## config.mk

```make
export PLATFORM = sky130hd
export DESIGN_NAME = muldiv_unit
export DESIGN_NICKNAME = d
export VERILOG_FILES = /design/src/rtl/muldiv_unit.sv
export SDC_FILE = /design/constraint.sdc
export NUM_CORES = 1
export LEC_CHECK = 0
export CAP_MARGIN = 20
export CORE_MARGIN = 3
export CORE_UTILIZATION = 31
export CTS_CLUSTER_SIZE = 16
export DETAILED_ROUTE_END_ITERATION = 7
export PLACE_DENSITY_LB_ADDON = 0.12
export SYNTH_ARGS = -nofsm -noshare
export SYNTH_HDL_FRONTEND = slang
export SYNTH_SLANG_ARGS = --single-unit
```

## constraint.sdc

```tcl
create_clock -name clk -period 3 [get_ports clk]
set_input_delay 0.75 -clock clk [delete_from_list [all_inputs] [get_ports clk]]
set_output_delay 0.75 -clock clk [all_outputs]
set_load 0.03 [all_outputs]
```

## src/rtl/muldiv_unit.sv

```systemverilog
// muldiv_unit -- iterative multiply/divide unit with architectural HI/LO.
//
// Executes MULT, MULTU, DIV and DIVU into HI/LO, and accepts MTHI/MTLO
// writes while idle. Operands are latched as magnitudes (signed ops) or raw
// values (unsigned ops). A RUN phase of WIDTH iterations follows, and then a
// single FIX cycle applies the sign correction and writes HI/LO.
//
// Ports:
//   clk    rising-edge clock
//   rst_n  asynchronous active-low reset
//   start  begin the operation selected by op (sampled only in IDLE)
//   op     00 MULT, 01 MULTU, 10 DIV, 11 DIVU
//   opA    multiplicand / dividend, also MTHI/MTLO write data
//   opB    multiplier / divisor
//   mthi   write opA into HI (IDLE only)
//   mtlo   write opA into LO (IDLE only)
//   busy   high whenever the unit is not IDLE
//   done   one-cycle pulse; HI/LO hold the new result in that cycle
//   hi     HI register
//   lo     LO register
//
// Optional build macro: MULDIV_SINGLE_CYCLE_MUL_EN
//   If defined, MULT/MULTU use the native multiplier in a single RUN cycle.
//   Divide timing does not change, and HI/LO results match the default build.

module muldiv_unit #(
  parameter int unsigned WIDTH = 32
) (
  input  logic             clk,
  input  logic             rst_n,
  input  logic             start,
  input  logic [1:0]       op,
  input  logic [WIDTH-1:0] opA,
  input  logic [WIDTH-1:0] opB,
  input  logic             mthi,
  input  logic             mtlo,
  output logic             busy,
  output logic             done,
  output logic [WIDTH-1:0] hi,
  output logic [WIDTH-1:0] lo
);

  localparam int unsigned CW = $clog2(WIDTH + 1);

  typedef enum logic [1:0] {
    IDLE = 2'd0,
    RUN  = 2'd1,
    FIX  = 2'd2
  } state_t;

  state_t             state_q, state_d;
  logic [CW-1:0]      cnt_q, cnt_d;
  logic               is_div_q, is_div_d;
  logic               sign_a_q, sign_a_d;
  logic               sign_b_q, sign_b_d;
  logic [WIDTH-1:0]   a_q, a_d;        // multiplicand magnitude / dividend shifter
  logic [WIDTH-1:0]   b_q, b_d;        // multiplier shifter / divisor magnitude
  logic [WIDTH-1:0]   orig_a_q, orig_a_d;
  logic [2*WIDTH-1:0] acc_q, acc_d;    // product, or {remainder, quotient}
  logic [WIDTH-1:0]   hi_q, hi_d;
  logic [WIDTH-1:0]   lo_q, lo_d;
  logic               done_q, done_d;

  // Datapath temporaries
  logic               signed_op;
  logic [WIDTH-1:0]   mul_addend;
  logic [WIDTH:0]     mul_sum;
  logic [WIDTH:0]     div_trial;
  logic [WIDTH:0]     div_diff;
  logic               div_ge;
  logic [WIDTH-1:0]   div_rem;
  logic [2*WIDTH-1:0] prod_fix;
  logic [WIDTH-1:0]   quot;
  logic [WIDTH-1:0]   rem;
`ifdef MULDIV_SINGLE_CYCLE_MUL_EN
  logic [2*WIDTH-1:0] mul_full;
`endif

  always_comb begin
    state_d   = state_q;
    cnt_d     = cnt_q;
    is_div_d  = is_div_q;
    sign_a_d  = sign_a_q;
    sign_b_d  = sign_b_q;
    a_d       = a_q;
    b_d       = b_q;
    orig_a_d  = orig_a_q;
    acc_d     = acc_q;
    hi_d      = hi_q;
    lo_d      = lo_q;
    done_d    = 1'b0;
    signed_op = ~op[0];

    // Shift-add step: the product's upper half gains the multiplicand when
    // the current multiplier LSB is set, then the whole product shifts right.
    mul_addend = b_q[0] ? a_q : '0;
    mul_sum    = {1'b0, acc_q[2*WIDTH-1:WIDTH]} + {1'b0, mul_addend};

    // Restoring divide step: remainder lives in acc[2W-1:W], quotient bits
    // shift into acc[W-1:0], dividend bits come from the MSB of a_q.
    div_trial = {acc_q[2*WIDTH-1:WIDTH], a_q[WIDTH-1]};
    div_diff  = div_trial - {1'b0, b_q};
    div_ge    = (div_trial >= {1'b0, b_q});
    div_rem   = div_ge ? div_diff[WIDTH-1:0] : div_trial[WIDTH-1:0];

    prod_fix = (sign_a_q ^ sign_b_q) ? -acc_q : acc_q;
    quot     = acc_q[WIDTH-1:0];
    rem      = acc_q[2*WIDTH-1:WIDTH];
`ifdef MULDIV_SINGLE_CYCLE_MUL_EN
    mul_full = {{WIDTH{1'b0}}, a_q} * {{WIDTH{1'b0}}, b_q};
`endif

    unique case (state_q)
      IDLE: begin
        if (start) begin
          state_d  = RUN;
          cnt_d    = '0;
          is_div_d = op[1];
          sign_a_d = signed_op & opA[WIDTH-1];
          sign_b_d = signed_op & opB[WIDTH-1];
          a_d      = (signed_op & opA[WIDTH-1]) ? -opA : opA;
          b_d      = (signed_op & opB[WIDTH-1]) ? -opB : opB;
          orig_a_d = opA;
          acc_d    = '0;
        end else begin
          if (mthi) hi_d = opA;
          if (mtlo) lo_d = opA;
        end
      end

      RUN: begin
        cnt_d = cnt_q + 1'b1;
        if (is_div_q) begin
          acc_d = {div_rem, acc_q[WIDTH-2:0], div_ge};
          a_d   = {a_q[WIDTH-2:0], 1'b0};
        end else begin
          acc_d = {mul_sum, acc_q[WIDTH-1:1]};
          b_d   = {1'b0, b_q[WIDTH-1:1]};
        end
`ifdef MULDIV_SINGLE_CYCLE_MUL_EN
        if (!is_div_q) begin
          acc_d   = mul_full;
          state_d = FIX;
        end else if (cnt_q == CW'(WIDTH - 1)) begin
          state_d = FIX;
        end
`else
        if (cnt_q == CW'(WIDTH - 1)) state_d = FIX;
`endif
      end

      FIX: begin
        state_d = IDLE;
        done_d  = 1'b1;
        if (!is_div_q) begin
          hi_d = prod_fix[2*WIDTH-1:WIDTH];
          lo_d = prod_fix[WIDTH-1:0];
        end else if (b_q == '0) begin
          lo_d = '1;
          hi_d = orig_a_q;
        end else begin
          // Quotient truncates toward zero; remainder follows the dividend.
          lo_d = (sign_a_q ^ sign_b_q) ? -quot : quot;
          hi_d = sign_a_q ? -rem : rem;
        end
      end

      default: state_d = IDLE;
    endcase
  end

  always_ff @(posedge clk or negedge rst_n) begin
    if (!rst_n) begin
      state_q  <= IDLE;
      cnt_q    <= '0;
      is_div_q <= 1'b0;
      sign_a_q <= 1'b0;
      sign_b_q <= 1'b0;
      a_q      <= '0;
      b_q      <= '0;
      orig_a_q <= '0;
      acc_q    <= '0;
      hi_q     <= '0;
      lo_q     <= '0;
      done_q   <= 1'b0;
    end else begin
      state_q  <= state_d;
      cnt_q    <= cnt_d;
      is_div_q <= is_div_d;
      sign_a_q <= sign_a_d;
      sign_b_q <= sign_b_d;
      a_q      <= a_d;
      b_q      <= b_d;
      orig_a_q <= orig_a_d;
      acc_q    <= acc_d;
      hi_q     <= hi_d;
      lo_q     <= lo_d;
      done_q   <= done_d;
    end
  end

  assign busy = (state_q != IDLE);
  assign done = done_q;
  assign hi   = hi_q;
  assign lo   = lo_q;

endmodule

```

==> impl_metrics.toml, run 1 <==
[global_routing]
antenna_found_initial = 1
grt_pass1_wl_mm = 110
grt_usage = 0.235
grt.overflow.total = 0
grt_pass1_vias = 18100
grt_max_degree = 70

[synth]
ys_ff_latch = 236
synth-seq-area-share = 0.333
synth_fp_nets = 2337
synthMuxAreaShare = 0.0342
synthSimpleGateAreaFrac = 0.183
synth_top_family_by_area = "compound AO/OA/AOI/OAI gates"
synth_edf_count = 0
yosys_warnings = 0
synth-compound-area-share = 0.254
synthXorXnorAreaFrac = 0.0939
synth_area_per_cell_um2 = 8.08
yosysUniqueCellTypes = 70
synthArstFlopShare = 1.00
netlist_area_mm2 = 0.0177
synth_ff_type = "dfrtp_1"
synthAdderAreaFrac = 0.0517
syn-instance-count = 2194

[placement]
place_hpwl_mm = 54.5
gp_congestion = 0.933
port_buffers = 136
place_area_mm2 = 0.0225
post-place-ws_ns = -0.585

[die]
placementRows = 87
die-area_mm2 = 0.0601
initial_core_util = 0.314
fp.dieH_um = 245
io_pins = 137
die_x_um = 245
coreArea_mm2 = 0.0565

[power]
ir_worst_vdd_mv = 0.545
powerDensity_mw_per_mm2 = 1070
p_leak_nw = 10.4

[final_layout]
layout_common_cells = "buf_4 (370), nand2_1 (262), dfrtp_1 (230), o21ai_0 (219), a21oi_1 (170)"
drive_above_1_share = 0.221
diodes = 0
fin_area_mm2 = 0.0243
final_util = 0.430
nFillCells = 5587
syn_to_final_growth_pct = 37.1
layout_commonest_cell = "buf_4"
layout.nets = 2740

[clocking]
h-tree-depth = 1
holdBufCountCts = 0
cts_tree = "yes"
clk_path_buf_depth = 3
cts_buffers = 30
cts_root_buffer = "clkbuf_16"
clkTransAtPathRegs_ns = 0.06
clock-sinks = 236
clock_latency_ns = 0.61

[timing]
fmax_ghz = 0.310
whs_ns = 0.0516
setup_ws_ns = -0.229
slew_headroom = 0.443
skew_ns = 0.0422
min_period_ns = 3.23
setup_viol = 16
fin_crit_sh = 1.08
tightest_slew_ns = 0.833
rsz0062_at_grt = "yes"
slew_violations = 0
hold_viol = 0

[critical_path]
worstPathCellList = "buf_12 > nand2_1 > inv_1 > ha_1 > a211oi_2 > o211ai_1 > a41oi_2 > a211o_1 > o21a_1 > o31a_1 > buf_4 > o221ai_2 > xnor2_1 > o221ai_1"
cp_data_required_time_ns = 3.44
setup.worst_path.end_class = "flop"
crit_arrival_ns = 3.67
cp_top_family = "compound AO/OA/AOI/OAI gates"
crit_fanout = 21
critPathKind = "reg -> reg"
critPathMaxStageDelay_ns = 0.40
start_kind = "flop"
cp.buffers_inverters = 3
slowest_stage = "dfrtp_1"

[detailed_routing]
routedWlPerCell_um = 21.4
drt-initial-drc-count = 1490
drtPass1Iterations = 6
drc = 0
via_count = 18400
wl_mm = 72.1
antenna_left = 0
avgViaCountPerCell = 5.47

[run]
max-cap-violations = 0

[status]
status = "finished with violations"
failed_checks = "negative setup slack"

[hold_path]
worstHoldPathType = "in -> async"
[cell usage after synthesis, types with 17 or more instances]
| cell type | count | area, µm² |
|---|---|---|
| inv_1 | 62 | 233 |
| o211ai_1 | 42 | 315 |
| xnor2_1 | 89 | 780 |
| mux2i_1 | 56 | 561 |
| a21oi_1 | 175 | 876 |
| nor3_1 | 22 | 110 |
| clkbuf_1 | 140 | 526 |
| a21o_1 | 18 | 135 |
| dfrtp_1 | 236 | 5910 |
| nor4_1 | 25 | 156 |
| and2_1 | 38 | 238 |
| nor2_1 | 127 | 477 |
| a221o_1 | 36 | 360 |
| ha_1 | 70 | 876 |
| nand2b_1 | 23 | 144 |
| o21ai_0 | 277 | 1390 |
| nand2_1 | 265 | 995 |
| nand3_1 | 61 | 305 |
| o31ai_1 | 17 | 128 |
| a22oi_1 | 31 | 233 |
| xor2_1 | 101 | 885 |
| or3_1 | 34 | 213 |
| or4_1 | 17 | 128 |
[power by group]
group / switching (mW) / internal [mW] / total (mW) / leakage (nW)
combinational: 9.21 / 7.83 / 17.0 / 6.98
sequential: 0.995 / 4.37 / 5.36 / 2.96
clock: 1.56 / 2.15 / 3.71 / 0.480
[worst paths after layout]
kind,startpoint,endpoint,slack [ns],cells after the start
hold / removal,rst_n,lo[31],0.05,1
hold reg to reg,orig_a_q[30],orig_a_q[30],0.48,2
max in group asynchronous,rst_n,acc_q[12],2.22,2
setup reg to reg,b_q[0],acc_q[58],-0.23,14
min in group clk,orig_a_q[30],orig_a_q[30],0.48,2
setup / recovery,b_q[0],acc_q[58],-0.23,14
[area by class of cell]
type / instances / area, µm² / area share
Inverter: 62 / 235 / 0.00968
Tap cell: 756 / 946 / 0.0389
Clock buffer: 43 / 860 / 0.0354
Clock inverter: 10 / 118 / 0.00484
Multi-Input combinational cell: 1729 / 11600 / 0.477
Sequential cell: 236 / 5910 / 0.243
Timing Repair Buffer: 538 / 4650 / 0.191
[sequential cells by signal, summed over array words and instances (netlist names)]
register / cells
b_q: 32
is_div_q: 1
sign_b_q: 1
lo: 32
a_q: 32
acc_q: 64
cnt_q: 6
orig_a_q: 32
state_q: 2
hi: 32
done: 1
sign_a_q: 1
[routing by layer]
layer	global-route usage	vias to the layer above	wire length, µm
li1	-	8751	-
met4	0.0564	0	1610
met3	0.0228	85	3780
met1	0.324	9124	32100
met2	0.398	482	34600
met5	0	-	0
[through the flow]
stage,setup TNS (ns),power (mW),instances
finish,-1.84,26.1,3374
global route,-6.20,28.1,3374
CTS,-1.75,25.7,3365
detailed placement,-14.47,21.2,3301
global placement,-13.49,21.1,3301
floorplan,0,14.5,2194
[repair_timing]
action / 4_1_cts / 5_1_grt
cloned: 1 / 0
setup endpoints to repair: 48 / 57
buffers inserted: 10 / 8
endpoints found under the hold margin: 0 / 0
gates resized for setup: 86 / 99
pin swaps: 29 / 36
[logic make-up after synthesis]
group                      count (synthesis)
and+or+nand+nor                          680
xor gates and xnor gates                 190
DFF                                      236
AOI/OAI and AO/OA                        727
adders and majority gates                 72
buffers and inverters                    229
muxes                                     60
Power figures use the tool's default switching activity.
==> run 2, diff against run 1 <==
--- a/config.mk
+++ b/config.mk
@@ -7,3 +7,3 @@
 export LEC_CHECK = 0
-export CAP_MARGIN = 20
+export CAP_MARGIN = 40
 export CORE_MARGIN = 3
@@ -13,2 +13,3 @@
 export PLACE_DENSITY_LB_ADDON = 0.12
+export SETUP_SLACK_MARGIN = 0.4
 export SYNTH_ARGS = -nofsm -noshare
--- a/constraint.sdc
+++ b/constraint.sdc
@@ -3,2 +3,2 @@
 set_output_delay 0.75 -clock clk [all_outputs]
-set_load 0.03 [all_outputs]
+set_load 0.005 [all_outputs]
==> run 2 against run 1 <==
Effect of this change: global-route usage rose by 1.1 points; clock-buffer cell count fell by 7; the run still ends with negative setup slack left; critical endpoint is now acc_q[56]; sequential cell count did not move; sequential power rose by 3%; clock power rose by 12%.
==> impl_metrics.toml, run 2 (synthesis results as in run 1) <==
[clocking]
clock_latency_ns = 0.59
h-tree-depth = 1
cts_buffers = 31
clkTransAtPathRegs_ns = 0.06
cts_tree = "yes"
cts_root_buffer = "clkbuf_16"
clk_path_buf_depth = 3
clock-sinks = 236
holdBufCountCts = 0

[detailed_routing]
routedWlPerCell_um = 22.6
drt-initial-drc-count = 1432
wl_mm = 75.9
via_count = 18400
drtPass1Iterations = 8
drc = 0
avgViaCountPerCell = 5.49
antenna_left = 0

[global_routing]
grt_max_degree = 68
antenna_found_initial = 2
grt.overflow.total = 0
grt_usage = 0.247
grt_pass1_wl_mm = 115
grt_pass1_vias = 18300

[final_layout]
final_util = 0.452
final_cells = 3359
drive_above_1_share = 0.274
layout_common_cells = "buf_4 (325), nand2_1 (248), dfrtp_1 (225), o21ai_0 (169), a21oi_1 (156)"
diodes = 0
layout.nets = 2722
regMostFlops = "acc_q"
largest_reg_flops = 64
layout_commonest_cell = "buf_4"
syn_to_final_growth_pct = 43.9

[timing]
min_period_ns = 3.18
hold_viol = 0
skew_ns = 0.0240
setup_viol = 17
rsz0062_at_grt = "yes"
slew_violations = 0
tightest_slew_ns = 0.866
setup_ws_ns = -0.177
slew_headroom = 0.421
fin_crit_sh = 1.06
fmax_ghz = 0.315

[power]
switching_share = 0.445
pwr-share-comb = 0.649
intPower_mw = 15.3
ir_worst_vdd_mv = 0.507
power_frac_seq = 0.201
p_leak_nw = 10.7
powerDensity_mw_per_mm2 = 1080
clkPwrFrac = 0.150
power.switching_mw = 12.3

[die]
placementRows = 87
initial_core_util = 0.314
fp.dieH_um = 245
io_pins = 137
coreArea_mm2 = 0.0565
die-area_mm2 = 0.0601
die_x_um = 245

[run]
max-cap-violations = 0

[status]
status = "finished with violations"
failed_checks = "negative setup slack"

[critical_path]
crit_arrival_ns = 3.64
r2r_slack_ns = -0.18
crit_fanout = 6
critPathKind = "reg -> reg"
start_kind = "flop"
setup.worst_path.end_class = "flop"
cp_data_required_time_ns = 3.46

[placement]
place_hpwl_mm = 57.2
port_buffers = 136
gp_congestion = 0.957
dp.cells = 3247

[hold_path]
worstHoldPathType = "in -> async"
-- run 2: cell count changes in the layout (fill, tap and decap cells not counted), sizes merged --
cell,previous run,this run
clkinvlp,1,4
clkinv,7,9
inv,62,63
dlymetal6s2s,2,11
bufinv,2,7
clkdlybuf4s15,0,1
buf,403,385
clkbuf,43,37
clkdlybuf4s50,133,121
-- run 2: timing repair --
action                     in CTS  in global routing
buffers inserted               30                 21
gates cloned                    3                  1
resized for setup             224                173
pin swaps                      68                104
setup endpoints to repair      83                115
-- run 2: per-stage QoR --
step | instance area, µm² | setup TNS (ns) | total power [mW] | hold WS, ns | worst slack, ns
final | 25500 | -1.18 | 27.6 | 0.121 | -0.177
after CTS | 24600 | -0.850 | 26.7 | 0.139 | -0.123
after global routing | 25500 | -5.68 | 29.5 | 0.138 | -0.296
after global placement | 22400 | -5.10 | 20.6 | 0.457 | -0.307
after floorplan | 18100 | 0 | 14.4 | 0.439 | 0.0322
after detailed placement | 22400 | -5.87 | 20.7 | 0.462 | -0.291
-- run 2: critical path, cell delays in order (launching register included) --
cell      delay, ns
dfrtp_2        0.49
buf_6          0.16
and2_4         0.16
ha_4           0.26
o21ai_2        0.05
o211ai_1       0.27
a41oi_2        0.17
a211o_1        0.32
o21a_1         0.23
o31a_1         0.39
o21bai_1       0.18
xor2_1         0.09
a221o_1        0.29
-- run 2: final cells by class --
type	instances	area [µm²]
flip-flops and latches	236	5920
multi-input cells	1729	12600
clock inverters	21	309
well taps	756	946
clock buffers	36	805
fillers	5492	31000
repair buffers	519	4670
inverters	62	240
-- run 2: power by group through the flow --
stage / clock [mW] / combinational [mW] / sequential, mW
3_5_place_dp: 0 / 15.2 / 5.52
3_3_place_gp: 0 / 15.1 / 5.49
4_1_cts: 4.21 / 16.9 / 5.51
5_1_grt: 4.35 / 19.4 / 5.68
6_report: 4.14 / 17.9 / 5.54
2_1_floorplan: 0 / 9.20 / 5.24
-- run 2: final timing paths --
path / endpoint / startpoint / depth (start not counted)
max: acc_q[56] / b_q[0] / 12
min: acc_q[19] / rst_n / 1
max reg2reg: acc_q[56] / b_q[0] / 12
min reg2reg: orig_a_q[28] / orig_a_q[28] / 2
max in group asynchronous: lo[15] / rst_n / 2
min in group clk: orig_a_q[28] / orig_a_q[28] / 2
-- run 2: routing by layer --
layer	vias to the layer above	wire length [µm]	GRT usage
met1	9136	32800	0.327
met3	93	4430	0.0347
li1	8702	-	-
met4	0	2060	0.0641
met2	505	36600	0.422
met5	-	0	0
==> run 3, diff against run 2 <==
ABC_AREA = 1   (was unset)
SKIP_CTS_REPAIR_TIMING = 1   (was unset)
==> run 3 against run 2 <==
Effect of this change: the run now ends clean; register-to-register slack better by 0.69 ns; sequential cell count is the same; cell count up 35%; synthesized cell count increased by 58%; clock-buffer cell count rose by 11; setup slack gained 0.66 ns; via count grew 27%; power rose by 22%; synthesized area grew 18%.
==> impl_metrics.toml, run 3 <==
[status]
status = "finished, final reports clean"

[critical_path]
cp_data_required_time_ns = 2.25
timing.rr.start = "b_q[0]"
slowest_stage = "clkdlybuf4s50_1"
r2r_slack_ns = 0.51
critPathMaxStageDelay_ns = 0.52
worstPathCellList = "nor2_4 > inv_1 > clkdlybuf4s50_1"
critPathKind = "reg -> out"
start_kind = "flop"
crit_fanout = 3
r2r_end = "acc_q[38]"
endpoint = "busy"
r2r_cells = 11
crit_arrival_ns = 1.77
setup.worst_path.end_class = "output port"
crit_start = "state_q[0]"

[power]
powerDensity_mw_per_mm2 = 1310
ir_worst_vdd_mv = 0.498
p_leak_nw = 12.7
power_mw = 33.7

[clocking]
cts_root_buffer = "clkbuf_16"
clock-sinks = 236
cts_buffers = 35
clkTransAtPathRegs_ns = 0.06
clk_path_buf_depth = 3
clock_latency_ns = 0.55
h-tree-depth = 2
cts_tree = "yes"

[final_layout]
syn_to_final_growth_pct = 22.7
layout_common_cells = "nand2_1 (1146), inv_1 (446), nor2_1 (320), nand3_1 (294), o21ai_0 (248)"
layout.nets = 3785
largest_reg_flops = 64
drive_above_1_share = 0.0971
layout_commonest_cell = "nand2_1"
regMostFlops = "acc_q"

[synth]
synth_area_per_cell_um2 = 6.08
yosys.area.top_type_share = 0.281
synth_top_area_cell = "dfrtp_1"
synthArstFlopShare = 1.00
synth-compound-area-share = 0.149
synth_ff_type = "dfrtp_1"
synthSimpleGateAreaFrac = 0.382
yosys-top-cells-area = "dfrtp_1 (28%), nand2_1 (21%), inv_1 (8.1%)"
yosys_warnings = 0
synthMuxAreaShare = 0
netlist_top_cells_count = "nand2_1 (1164), inv_1 (453), nor2_1 (341)"
synthXorXnorAreaFrac = 0.0329
yosysUniqueCellTypes = 55
synthAdderAreaFrac = 0.0436
ys_ff_latch = 236
synth_top_family_by_area = "simple AND/OR/NAND/NOR gates"
syn-instance-count = 3457
synth-seq-area-share = 0.281
yosys.cell_count.top_type = "nand2_1"
synth_fp_nets = 3600
netlist_area_mm2 = 0.0210
synth_edf_count = 0

[timing]
fin_crit_sh = 0.839
tns_ns = 0
slew_violations = 0
whs_ns = 0.151
skew_ns = 0.0174
slew_headroom = 0.421
tightest_slew_ns = 0.863
setup_ws_ns = 0.482
fmax_ghz = 0.397
setup_viol = 0
hold_viol = 0
rsz0062_at_grt = "yes"
min_period_ns = 2.52

[global_routing]
grt.overflow.total = 0
grt_max_degree = 66
antenna_found_initial = 0
grt_usage = 0.260
grt_pass1_wl_mm = 140
grt_pass1_vias = 22400

[die]
fp.dieH_um = 266
coreArea_mm2 = 0.0665
initial_core_util = 0.316
die-area_mm2 = 0.0709
placementRows = 94
io_pins = 137
die_x_um = 266

[placement]
gp_congestion = 0.972
port_buffers = 136
place_hpwl_mm = 74.8
post-place-ws_ns = 0.103

[detailed_routing]
wl_mm = 93.7
routedWlPerCell_um = 20.7
avgViaCountPerCell = 5.18
drtPass1Iterations = 6
antenna_left = 0
via_count = 23500
drt-initial-drc-count = 2157
drc = 0

[run]
max-cap-violations = 0

[hold_path]
worstHoldPathType = "in -> async"
[run 3: cells by family after synthesis]
group                    after synthesis
adder cells (fa/ha/maj)               72
AO/OA/AOI/OAI                        540
buffers and inverters                590
flip-flops                           236
XOR/XNOR                              79
AND/OR/NAND/NOR                     1940
[run 3: worst max-delay path: cells and delay by family (launching register included)]
kind                   cells  cell delay [ns]
buffers and inverters      2             0.65
DFF                        1             0.48
and+or+nand+nor            1             0.09
[run 3: metrics by stage]
step,cell area [µm²],util,cells
after floorplan,21000,-,3457
after global placement,24000,0.361,4460
after detailed placement,24000,0.361,4460
after CTS,25200,0.379,4521
after global routing,25800,0.388,4530
final,25800,0.388,4531
[run 3: cell type report]
cell class / instances / area [µm²]
timing repair buffer: 270 / 2530
inverter: 466 / 1750
fill: 7320 / 40700
tap: 864 / 1080
multi-input combinational: 2633 / 13300
antenna: 1 / 2.50
clock buffer: 47 / 972
clock inverter: 14 / 193
sequential: 236 / 5910
[run 3: worst min-delay path by stage]
stage             from        end  slack, ns  depth (start not counted)
2_1_floorplan    rst_n     a_q[0]       0.45                          0
4_1_cts          rst_n  acc_q[27]       0.17                          1
3_5_place_dp   b_q[27]    b_q[27]       0.47                          2
5_1_grt          rst_n  acc_q[27]       0.20                          1
6_report         rst_n  acc_q[27]       0.15                          1
3_3_place_gp   b_q[27]    b_q[27]       0.47                          2
[run 3: layer usage]
layer  vias up  track usage  part of all wire
li1      11500            -                 -
met1     11000        0.365              0.45
met3       151       0.0377             0.070
met2       794        0.412              0.44
met5         -            0                 0
met4         0       0.0817             0.033
[run 3: report_power, final]
group | internal (mW) | leakage [nW] | switching [mW]
Sequential | 4.72 | 2.95 | 1.35
Clock | 2.63 | 0.574 | 1.67
Combinational | 8.15 | 9.16 | 15.2
Total | 15.5 | 12.7 | 18.2
